## config.mk

```make
export PLATFORM = sky130hd
export DESIGN_NAME = sseg_scan_display
export DESIGN_NICKNAME = d
export VERILOG_FILES = /design/src/rtl/sseg_scan_display.sv
export SDC_FILE = /design/constraint.sdc
export NUM_CORES = 1
export LEC_CHECK = 0
export BUFFER_PORTS_ARGS = -buffer_cell sky130_fd_sc_hd__buf_4
export CORE_ASPECT_RATIO = 0.8
export CORE_MARGIN = 5
export CORE_UTILIZATION = 60
export DETAILED_ROUTE_END_ITERATION = 16
export PLACE_DENSITY = 0.88
export SLEW_MARGIN = 10
export SYNTH_ARGS = -nofsm -noshare
export SYNTH_HDL_FRONTEND = slang
export SYNTH_SLANG_ARGS = --single-unit
```

## constraint.sdc

```tcl
create_clock -name sys_clk -period 3.4 [get_ports sys_clk]
set_clock_uncertainty 0.1 [all_clocks]
set_input_delay 0.68 -clock sys_clk [delete_from_list [all_inputs] [get_ports sys_clk]]
set_output_delay 0.68 -clock sys_clk [all_outputs]
set_load 0.005 [all_outputs]
```

## src/rtl/sseg_scan_display.sv

```systemverilog
// Multiplexed N-digit seven-segment driver: sequential binary-to-BCD conversion,
// leading-zero blanking, overflow dashes, per-digit decimal points and PWM dimming.
module sseg_scan_display #(
    parameter int CLK_HZ         = 50_000_000,
    parameter int REFRESH_HZ     = 1000,
    parameter int DIGITS         = 4,
    parameter int DATA_W         = 14,
    parameter int BLANK_LZ       = 1,
    parameter int SEG_ACTIVE_LOW = 1,
    parameter int AN_ACTIVE_LOW  = 1
) (
    input  logic              sys_clk,
    input  logic              sys_rst_n,
    input  logic [DATA_W-1:0] data,
    input  logic [DIGITS-1:0] dp_mask,
    input  logic [3:0]        brightness,
    output logic [7:0]        sseg_a_to_dp,
    output logic [DIGITS-1:0] sseg_an,
    output logic              busy,
    output logic              ovf
);

    function automatic logic [63:0] pow10(input int n);
        logic [63:0] p;
        p = 64'd1;
        for (int i = 0; i < n; i++) begin
            p = p * 64'd10;
        end
        return p;
    endfunction

    localparam int SLOT   = CLK_HZ / (REFRESH_HZ * DIGITS);
    localparam int SLOT_W = (SLOT > 1) ? $clog2(SLOT) : 1;
    localparam int DIG_W  = (DIGITS > 1) ? $clog2(DIGITS) : 1;
    localparam int DIG_N  = 1 << DIG_W;
    localparam int BCD_W  = 4 * DIGITS;
    localparam int ACC_W  = BCD_W + 4;
    localparam int CNT_W  = $clog2(DATA_W + 1);
    localparam logic [63:0]       POW10   = pow10(DIGITS);
    localparam logic [7:0]        SEG_INV = (SEG_ACTIVE_LOW != 0) ? 8'hFF : 8'h00;
    localparam logic [DIGITS-1:0] AN_INV  = (AN_ACTIVE_LOW != 0) ? {DIGITS{1'b1}} : {DIGITS{1'b0}};

    function automatic logic [ACC_W-1:0] dabble_adjust(input logic [ACC_W-1:0] acc);
        logic [ACC_W-1:0] r;
        r = acc;
        for (int k = 0; k < ACC_W / 4; k++) begin
            if (acc[4*k +: 4] >= 4'd5) begin
                r[4*k +: 4] = acc[4*k +: 4] + 4'd3;
            end else begin
                r[4*k +: 4] = acc[4*k +: 4];
            end
        end
        return r;
    endfunction

    // Active-high segments {a,b,c,d,e,f,g}
    function automatic logic [6:0] seg_font(input logic [3:0] nib);
        logic [6:0] f;
        case (nib)
            4'h0:    f = 7'b1111110;
            4'h1:    f = 7'b0110000;
            4'h2:    f = 7'b1101101;
            4'h3:    f = 7'b1111001;
            4'h4:    f = 7'b0110011;
            4'h5:    f = 7'b1011011;
            4'h6:    f = 7'b1011111;
            4'h7:    f = 7'b1110000;
            4'h8:    f = 7'b1111111;
            4'h9:    f = 7'b1111011;
            4'hA:    f = 7'b1110111;
            4'hB:    f = 7'b0011111;
            4'hC:    f = 7'b1001110;
            4'hD:    f = 7'b0111101;
            4'hE:    f = 7'b1001111;
            4'hF:    f = 7'b1000111;
            default: f = 7'b0000000;
        endcase
        return f;
    endfunction

    typedef enum logic [1:0] {ST_IDLE, ST_CONV, ST_LOAD} state_t;

    state_t             state_r, state_s;
    logic [DATA_W-1:0]  last_data_r, last_data_s;
    logic [DATA_W-1:0]  shift_r, shift_s;
    logic [ACC_W-1:0]   acc_r, acc_s, acc_adj_s;
    logic [CNT_W-1:0]   bit_cnt_r, bit_cnt_s;
    logic [BCD_W-1:0]   disp_r, disp_s;
    logic               ovf_r, ovf_s;
    logic               busy_r;
    logic [SLOT_W-1:0]  slot_cnt_r;
    logic [DIG_W-1:0]   digit_r;
    logic [7:0]         seg_r, pat_s;
    logic [DIGITS-1:0]  an_r, an_s;
    logic [31:0]        on_time_s;
    logic [3:0]         nib_a [DIG_N];
    logic [DIG_N-1:0]   dp_a, blank_a, sel_s;

    assign acc_adj_s = dabble_adjust(acc_r);

    // Converter next-state and datapath
    always_comb begin
        state_s     = state_r;
        last_data_s = last_data_r;
        shift_s     = shift_r;
        acc_s       = acc_r;
        bit_cnt_s   = bit_cnt_r;
        disp_s      = disp_r;
        ovf_s       = ovf_r;
        case (state_r)
            ST_IDLE: begin
                if (data != last_data_r) begin
                    last_data_s = data;
                    shift_s     = data;
                    acc_s       = '0;
                    bit_cnt_s   = '0;
                    state_s     = ST_CONV;
                end else begin
                    state_s = ST_IDLE;
                end
            end
            ST_CONV: begin
                acc_s     = {acc_adj_s[ACC_W-2:0], shift_r[DATA_W-1]};
                shift_s   = shift_r << 1;
                bit_cnt_s = bit_cnt_r + CNT_W'(1);
                if (bit_cnt_r == CNT_W'(DATA_W - 1)) begin
                    state_s = ST_LOAD;
                end else begin
                    state_s = ST_CONV;
                end
            end
            ST_LOAD: begin
                disp_s  = acc_r[BCD_W-1:0];
                // Extra nibble catches carries; constant compare covers bits lost off the top
                ovf_s   = (acc_r[ACC_W-1 -: 4] != 4'd0) || (64'(last_data_r) >= POW10);
                state_s = ST_IDLE;
            end
            default: begin
                state_s = ST_IDLE;
            end
        endcase
    end

    // Converter state register
    always_ff @(posedge sys_clk or negedge sys_rst_n) begin
        if (!sys_rst_n) begin
            state_r     <= ST_IDLE;
            last_data_r <= '0;
            shift_r     <= '0;
            acc_r       <= '0;
            bit_cnt_r   <= '0;
            disp_r      <= '0;
            ovf_r       <= 1'b0;
            busy_r      <= 1'b0;
        end else begin
            state_r     <= state_s;
            last_data_r <= last_data_s;
            shift_r     <= shift_s;
            acc_r       <= acc_s;
            bit_cnt_r   <= bit_cnt_s;
            disp_r      <= disp_s;
            ovf_r       <= ovf_s;
            busy_r      <= (state_s != ST_IDLE);
        end
    end

    // Slot and digit scan counters
    always_ff @(posedge sys_clk or negedge sys_rst_n) begin
        if (!sys_rst_n) begin
            slot_cnt_r <= '0;
            digit_r    <= '0;
        end else if (slot_cnt_r == SLOT_W'(SLOT - 1)) begin
            slot_cnt_r <= '0;
            if (digit_r == DIG_W'(DIGITS - 1)) begin
                digit_r <= '0;
            end else begin
                digit_r <= digit_r + DIG_W'(1);
            end
        end else begin
            slot_cnt_r <= slot_cnt_r + SLOT_W'(1);
        end
    end

    generate
        for (genvar k = 0; k < DIG_N; k++) begin : g_digit
            if (k < DIGITS) begin : g_real
                assign nib_a[k]   = disp_r[4*k +: 4];
                assign dp_a[k]    = dp_mask[k];
                assign blank_a[k] = (BLANK_LZ != 0) && (k > 0) && (disp_r[BCD_W-1:4*k] == '0);
            end else begin : g_pad
                assign nib_a[k]   = 4'd0;
                assign dp_a[k]    = 1'b0;
                assign blank_a[k] = 1'b1;
            end
            assign sel_s[k] = (digit_r == DIG_W'(k));
        end
    endgenerate

    assign on_time_s = ((32'(brightness) + 32'd1) * 32'(SLOT)) >> 4;

    // Active-high segment pattern and anode select for the current digit
    always_comb begin
        pat_s = 8'h00;
        an_s  = '0;
        if (ovf_r) begin
            pat_s = {7'b0000001, dp_a[digit_r]};
        end else if (blank_a[digit_r]) begin
            pat_s = {7'b0000000, dp_a[digit_r]};
        end else begin
            pat_s = {seg_font(nib_a[digit_r]), dp_a[digit_r]};
        end
        if (32'(slot_cnt_r) < on_time_s) begin
            an_s = sel_s[DIGITS-1:0];
        end else begin
            an_s = '0;
        end
    end

    // Output register applies pin polarity
    always_ff @(posedge sys_clk or negedge sys_rst_n) begin
        if (!sys_rst_n) begin
            seg_r <= SEG_INV;
            an_r  <= AN_INV;
        end else begin
            seg_r <= pat_s ^ SEG_INV;
            an_r  <= an_s ^ AN_INV;
        end
    end

    assign sseg_a_to_dp = seg_r;
    assign sseg_an      = an_r;
    assign busy         = busy_r;
    assign ovf          = ovf_r;

endmodule

```

; After elaboration in Yosys (flattened, before gate mapping)
; Memories as Yosys holds them, arrays and structs flattened.
; Index checks and enable logic that the tools add are counted.
[op_classes]
order_cmp = 9
muxes = 26
multipliers = 1
addsub = 9
bitwise_logic = 3
eq_ne = 9
n_reduce_logical = 11
[ops]
columns = op, count
row1 = case mux 20 bit (2 select lines), 1
row2 = two-way mux 4 bit, 8
row3 = two-way mux 14 bit, 2
row4 = case mux 14 bit (2 select lines), 1
row5 = greater-or-equal comparator 4 x 3 -> 1 bit (second input constant), 5
row6 = two-way mux 20 bit, 1
row7 = multiplier 5 x 12 -> 17 bit (second input constant), 1
row8 = adder 4 x 2 -> 4 bit (second input constant), 4
row9 = two-way mux 8 bit, 2
row10 = < comparator 14 x 15 -> 1 bit, 1
row11 = adder 14 x 1 -> 14 bit (second input constant), 1
row12 = == test 14 bit (second input constant), 1
row13 = greater-or-equal comparator 14 bit (second input constant), 1
row14 = inequality test 14 bit, 1
row15 = zero test 12 bit, 1
row16 = binary-select mux 4 bit (select 2 bit), 1
row17 = zero test 8 bit, 1
row18 = inverter 8 bit, 1
row19 = case mux 4 bit (2 select lines), 1
row20 = == test 2 bit (second input constant), 3
row21 = adder 4 x 1 -> 5 bit (second input constant), 1
row22 = adder 4 x 1 -> 4 bit (second input constant), 1
row23 = binary-select mux 1 bit (select 2 bit), 2
row24 = == test 2 x 1 -> 1 bit (second input constant), 2
row25 = 18 further kinds, 24
[totals]
word_cells = 81
inputBits = 24
mem_count = 1
mem_bits_ro = 112
out_inout_bits = 14
regBits = 100
[mem_list]
columns = memory, words, width, rd, rd_clocked_by_memory_dff, write_ports, line_no
row1 = (name not given), 16, 7, 1, 0, 0, 59  ; case (nib)

; Longest topological paths before layout
; An unclocked memory read counts as a cell.
[logic_depth]
word_depth = 8
ltp_mapped = 20
mapped_depth_nobuf = 19

; Worst setup path before layout
; Ideal clock, no wire load.
[synth_path]
kind = input-to-reg
start = input brightness[0]
end = register an_r[0], in the netlist sseg_an[0]
required_ns = 3.206
slack_ns = -1.427
cell_stages = 18
t_arrival_ns = 4.633
setup_ns = 0.094
n_path_buf = 0
cell_sequence = ha_1 -> xor2_1 -> ha_1 -> xnor2_1 -> ha_1 -> ha_1 -> ha_1 -> or3_1 -> o221ai_1 -> o21ai_1 -> and4b_1 -> a311oi_1 -> ha_1 -> nand4_1 -> nor3_1 -> a211o_1 -> a211oi_1 -> o31ai_1
[synth_between]
elab_chain_len = 5
[synth_lines]
columns = element, line_no
row1 = start: declaration, 16  ; input logic [3:0] brightness,
row2 = adder 4 x 1 -> 5 bit, 199  ; assign on_time_s = ((32'(brightness) + 32'd1) * 32'(SLOT)) >> 4;
row3 = multiplier 5 x 12 -> 17 bit, 199
row4 = < comparator 14 x 15 -> 1 bit, 212  ; if (32'(slot_cnt_r) < on_time_s) begin
row5 = two-way mux 4 bit, 212
row6 = inverter 4 bit (no source line), --
row7 = end signal: assignment, 226  ; an_r <= an_s ^ AN_INV;
row8 = end: declaration, 94  ; logic [DIGITS-1:0] an_r, an_s;
; No other way between the ends.
; A chain may end at the register's enable or synchronous reset.

; Final worst setup path
[layout_path]
start = input brightness[1]
end = register an_r[0], in the netlist sseg_an[0]
; Same word-level chain as after synthesis.

==> summary.md <==
| Metric | Value |
|---|---|
| Synth unique cells | 57 |
| Vias in the first global route | ~5300 |
| Most frequent cells in the layout | dfrtp_1 (88), buf_4 (81), ha_1 (50) |
| Fill count | around 530 |
| Final Hold Viols | 0 |
| Io pins | 38 |
| First-pass GRT wire length | around 28 mm |
| DRT Pass-1 Iters | 5 |
| DRT met1 WL | 6.93 mm |
| Worst-Margin Slew | 1.25 ns |
| Synth Net Count | just under 700 |
| Core region area | 0.00977 mm^2 |
| Yosys reg bits | 100 |
| Clock power share | 0.181 |
| Initial Util | 0.622 |
| Minimum clock period | 4.61 ns |
| Number of H-tree levels | 3 |
| Hold Path Class | in -> async |
| Max cap viols | 0 |
| Num rows | 32 |
| Setup_tns | -4.76 ns |
| Clock buffer depth | 2 |
| TritonCTS clock tree | yes |
| Post-placement setup slack | -1.51 ns |
| Most common cell after layout, fill and taps aside | dfrtp_1 |
| Gr ovfl total | 0 |
| Async S/R FF share, synth | 1.00 |
| CP Class | in -> reg |
| Switching share of power | 0.401 |
| Gate count of the mapped netlist | approximately 590 |
| DR vias/cell | just under 7 |
| Routed wire length | ~19 mm |
| Largest fanout on the critical path | 4 |
| Final period util | 1.36 |
| DR WL met2 | roughly 8.6 mm |
| Setup crit end kind | flop |
| DR vias | 5456 |
| Fin cells | 810 |
| Antenna-violating nets left | 0 |
| Finish-stage setup viols | 4 |
| Worst-path clk slew | around 0.08 ns |
| Max-slew violations | 0 |
| Clk Latency, worst-skew pair | roughly 0.36 ns |
| Final GP Congestion | 0.854 |
| Largest net degree at the start of global routing | 91 |
| Layout cells sized above 1 | 0.276 |
| Total Routing Usage GR | 0.292 |
| # diodes | 0 |
| Met3 WL | roughly 2.1 mm |
| Overall power | slightly below 6 mW |
| FF/Latch Area | about 0.0025 mm^2 |
| Worst Path Arrival | approximately 4.8 ns |
| Chip width | 123 um |
| Most frequently used flop master after synthesis | dfrtp_1 |
| Outcome | finished with violations |
| Net Sw Power | approximately 2.3 mW |
| EDFF count, synth | 0 |
| Initial DRC Count | roughly 800 |
| Share of the synthesized area in the top cell type | 0.362 |
| Logic gate share of total power | 0.469 |
| Sequential fraction of the synthesis area | 0.414 |
| Initial antenna violation count | 0 |
| Clk sinks | 100 |
| Input/output buffers | 37 |
| Top Metal Used | met4 |
| Ys Warns | 0 |
| Req. time, crit path | about 3.6 ns |
| Worst relative slew slack | 0.166 |
| Nets@finish | around 760 |
| Synth area leader | dfrtp_1 |
| Fmax achieved | 217 MHz |
| Syn avg cell area | 10.3 um^2 |
| DRC | 0 |
| Mapped Area | 0.00608 mm^2 |
| P_leak | ~3.3 nW |
| Worst vdd ir | around 0.00045 V |
| CTS Root Cell | clkbuf_16 |
| CTS buffer count | 9 |
| P&R area growth vs syn | 24.2% |
| Die height | ~100 um |
| Power Dens Cells | between 700 and 800 mW/mm^2 |
| Failing checks | negative setup slack |
| PnR worst setup slack | -1.21 ns |
| Full die area | about 0.012 mm^2 |
| Area of the multi-input gates | between 0.003 and 0.004 mm^2 |
| Top post-synthesis cells by area | dfrtp_1 (36%), ha_1 (13%), dfstp_2 (5.2%) |
| RSZ-0062 raised after global routing | yes |
| Worst Setup Start Kind | input pin |
| Drt wl/cell | between 20 and 25 um |
| Internal Pwr Total | around 3.5 mW |
| DP Cell Count | 782 |
| Part of the power in registers | 0.350 |
| HPWL Detailed | between 10 and 15 mm |
kinds of logic after synthesis:
| kind of cell | count (synthesis) | synth area share |
|---|---|---|
| AOI/OAI and AO/OA | 129 | 0.141 |
| xor gates and xnor gates | 49 | 0.0706 |
| adders and majority gates | 66 | 0.137 |
| buffers and inverters | 61 | 0.0447 |
| DFF | 100 | 0.414 |
| muxes | 28 | 0.0630 |
| other | 1 | 0.000617 |
| and+or+nand+nor | 155 | 0.129 |
path summary, 6_finish.rpt:
| check | cells after the start | endpoint | startpoint | slack, ns |
|---|---|---|---|---|
| setup reg to reg | 6 | acc_r[6] | last_data_r[3] | 0.80 |
| hold / removal | 1 | digit_r[0] | sys_rst_n | 0.29 |
| hold reg to reg | 1 | shift_r[0] | shift_r[0] | 0.40 |
| min in group sys_clk | 1 | shift_r[0] | shift_r[0] | 0.40 |
| setup / recovery | 21 | sseg_an[0] | brightness[1] | -1.21 |
| max in group asynchronous | 2 | sseg_a_to_dp[0] | sys_rst_n | 2.20 |
critical path, cell delays in order:
cell and delay, ns:
buf_8 0.11, ha_4 0.18, xor2_4 0.16, ha_4 0.18, xnor2_4 0.16, buf_6 0.13
xnor2_1 0.21, ha_1 0.28, ha_2 0.18, or3_4 0.35, o221ai_4 0.22, o21ai_2 0.11
buf_4 0.16, xnor2_1 0.13, ha_1 0.36, a21oi_1 0.27, nor2b_4 0.06, o311a_1 0.38
a211oi_4 0.20, buf_12 0.16, o31ai_2 0.08
cell type report:
type / count / area share
clock inverter: 3 / 0.00199
multi-input combinational: 428 / 0.486
inverter: 41 / 0.0204
timing repair buffer: 89 / 0.0965
clock buffer: 13 / 0.0388
sequential: 100 / 0.334
tap: 136 / 0.0226
repair_timing:
item,in CTS,in global routing
endpoints found under the setup margin,4,4
setup buffers,8,5
pin swaps,33,11
resized for setup,30,17
hold buffers,0,0
state kept, by name, summed over array words and instances (netlist names):
register and cells:
acc_r 20, disp_r 16, last_data_r 14, shift_r 14, slot_cnt_r 14, sseg_a_to_dp 8
bit_cnt_r 4, sseg_an 4, digit_r 2, state_r 2, busy 1, ovf 1
power groups by stage:
stage / sequential, mW / clock, mW / combinational (mW)
2_1_floorplan: 1.90 / 0 / 1.81
3_3_place_gp: 1.97 / 0 / 2.23
3_5_place_dp: 2.02 / 0 / 2.39
4_1_cts: 2.01 / 1.05 / 2.52
5_1_grt: 2.08 / 1.11 / 2.95
6_report: 2.04 / 1.05 / 2.74
cells in the mapped netlist (all sizes together), types with 8 or more instances:
library cell,n
a21oi,26
a221o,13
a31oi,8
and2,14
buf,9
clkbuf,11
dfrtp,88
dfstp,12
ha,65
inv,41
mux2,19
nand2,48
nand2b,10
nand3,13
nor2,32
nor4,12
o21ai,31
o22ai,12
xnor2,34
xor2,15
stage by stage:
stage               utilization  hold WS [ns]  instance area (um^2)
global route              0.772         0.364                  7540
global placement          0.700         0.375                  6840
finish                    0.772         0.287                  7540
CTS                       0.756         0.403                  7390
floorplan                     -         0.284                  6190
detailed placement        0.700         0.387                  6840
layer usage:
layer	vias up	GRT usage
met1	2618	0.381
li1	2272	-
met3	119	0.0608
met2	447	0.478
met5	-	0
met4	0	0.120
No activity file was read; power rests on OpenSTA's default activity.
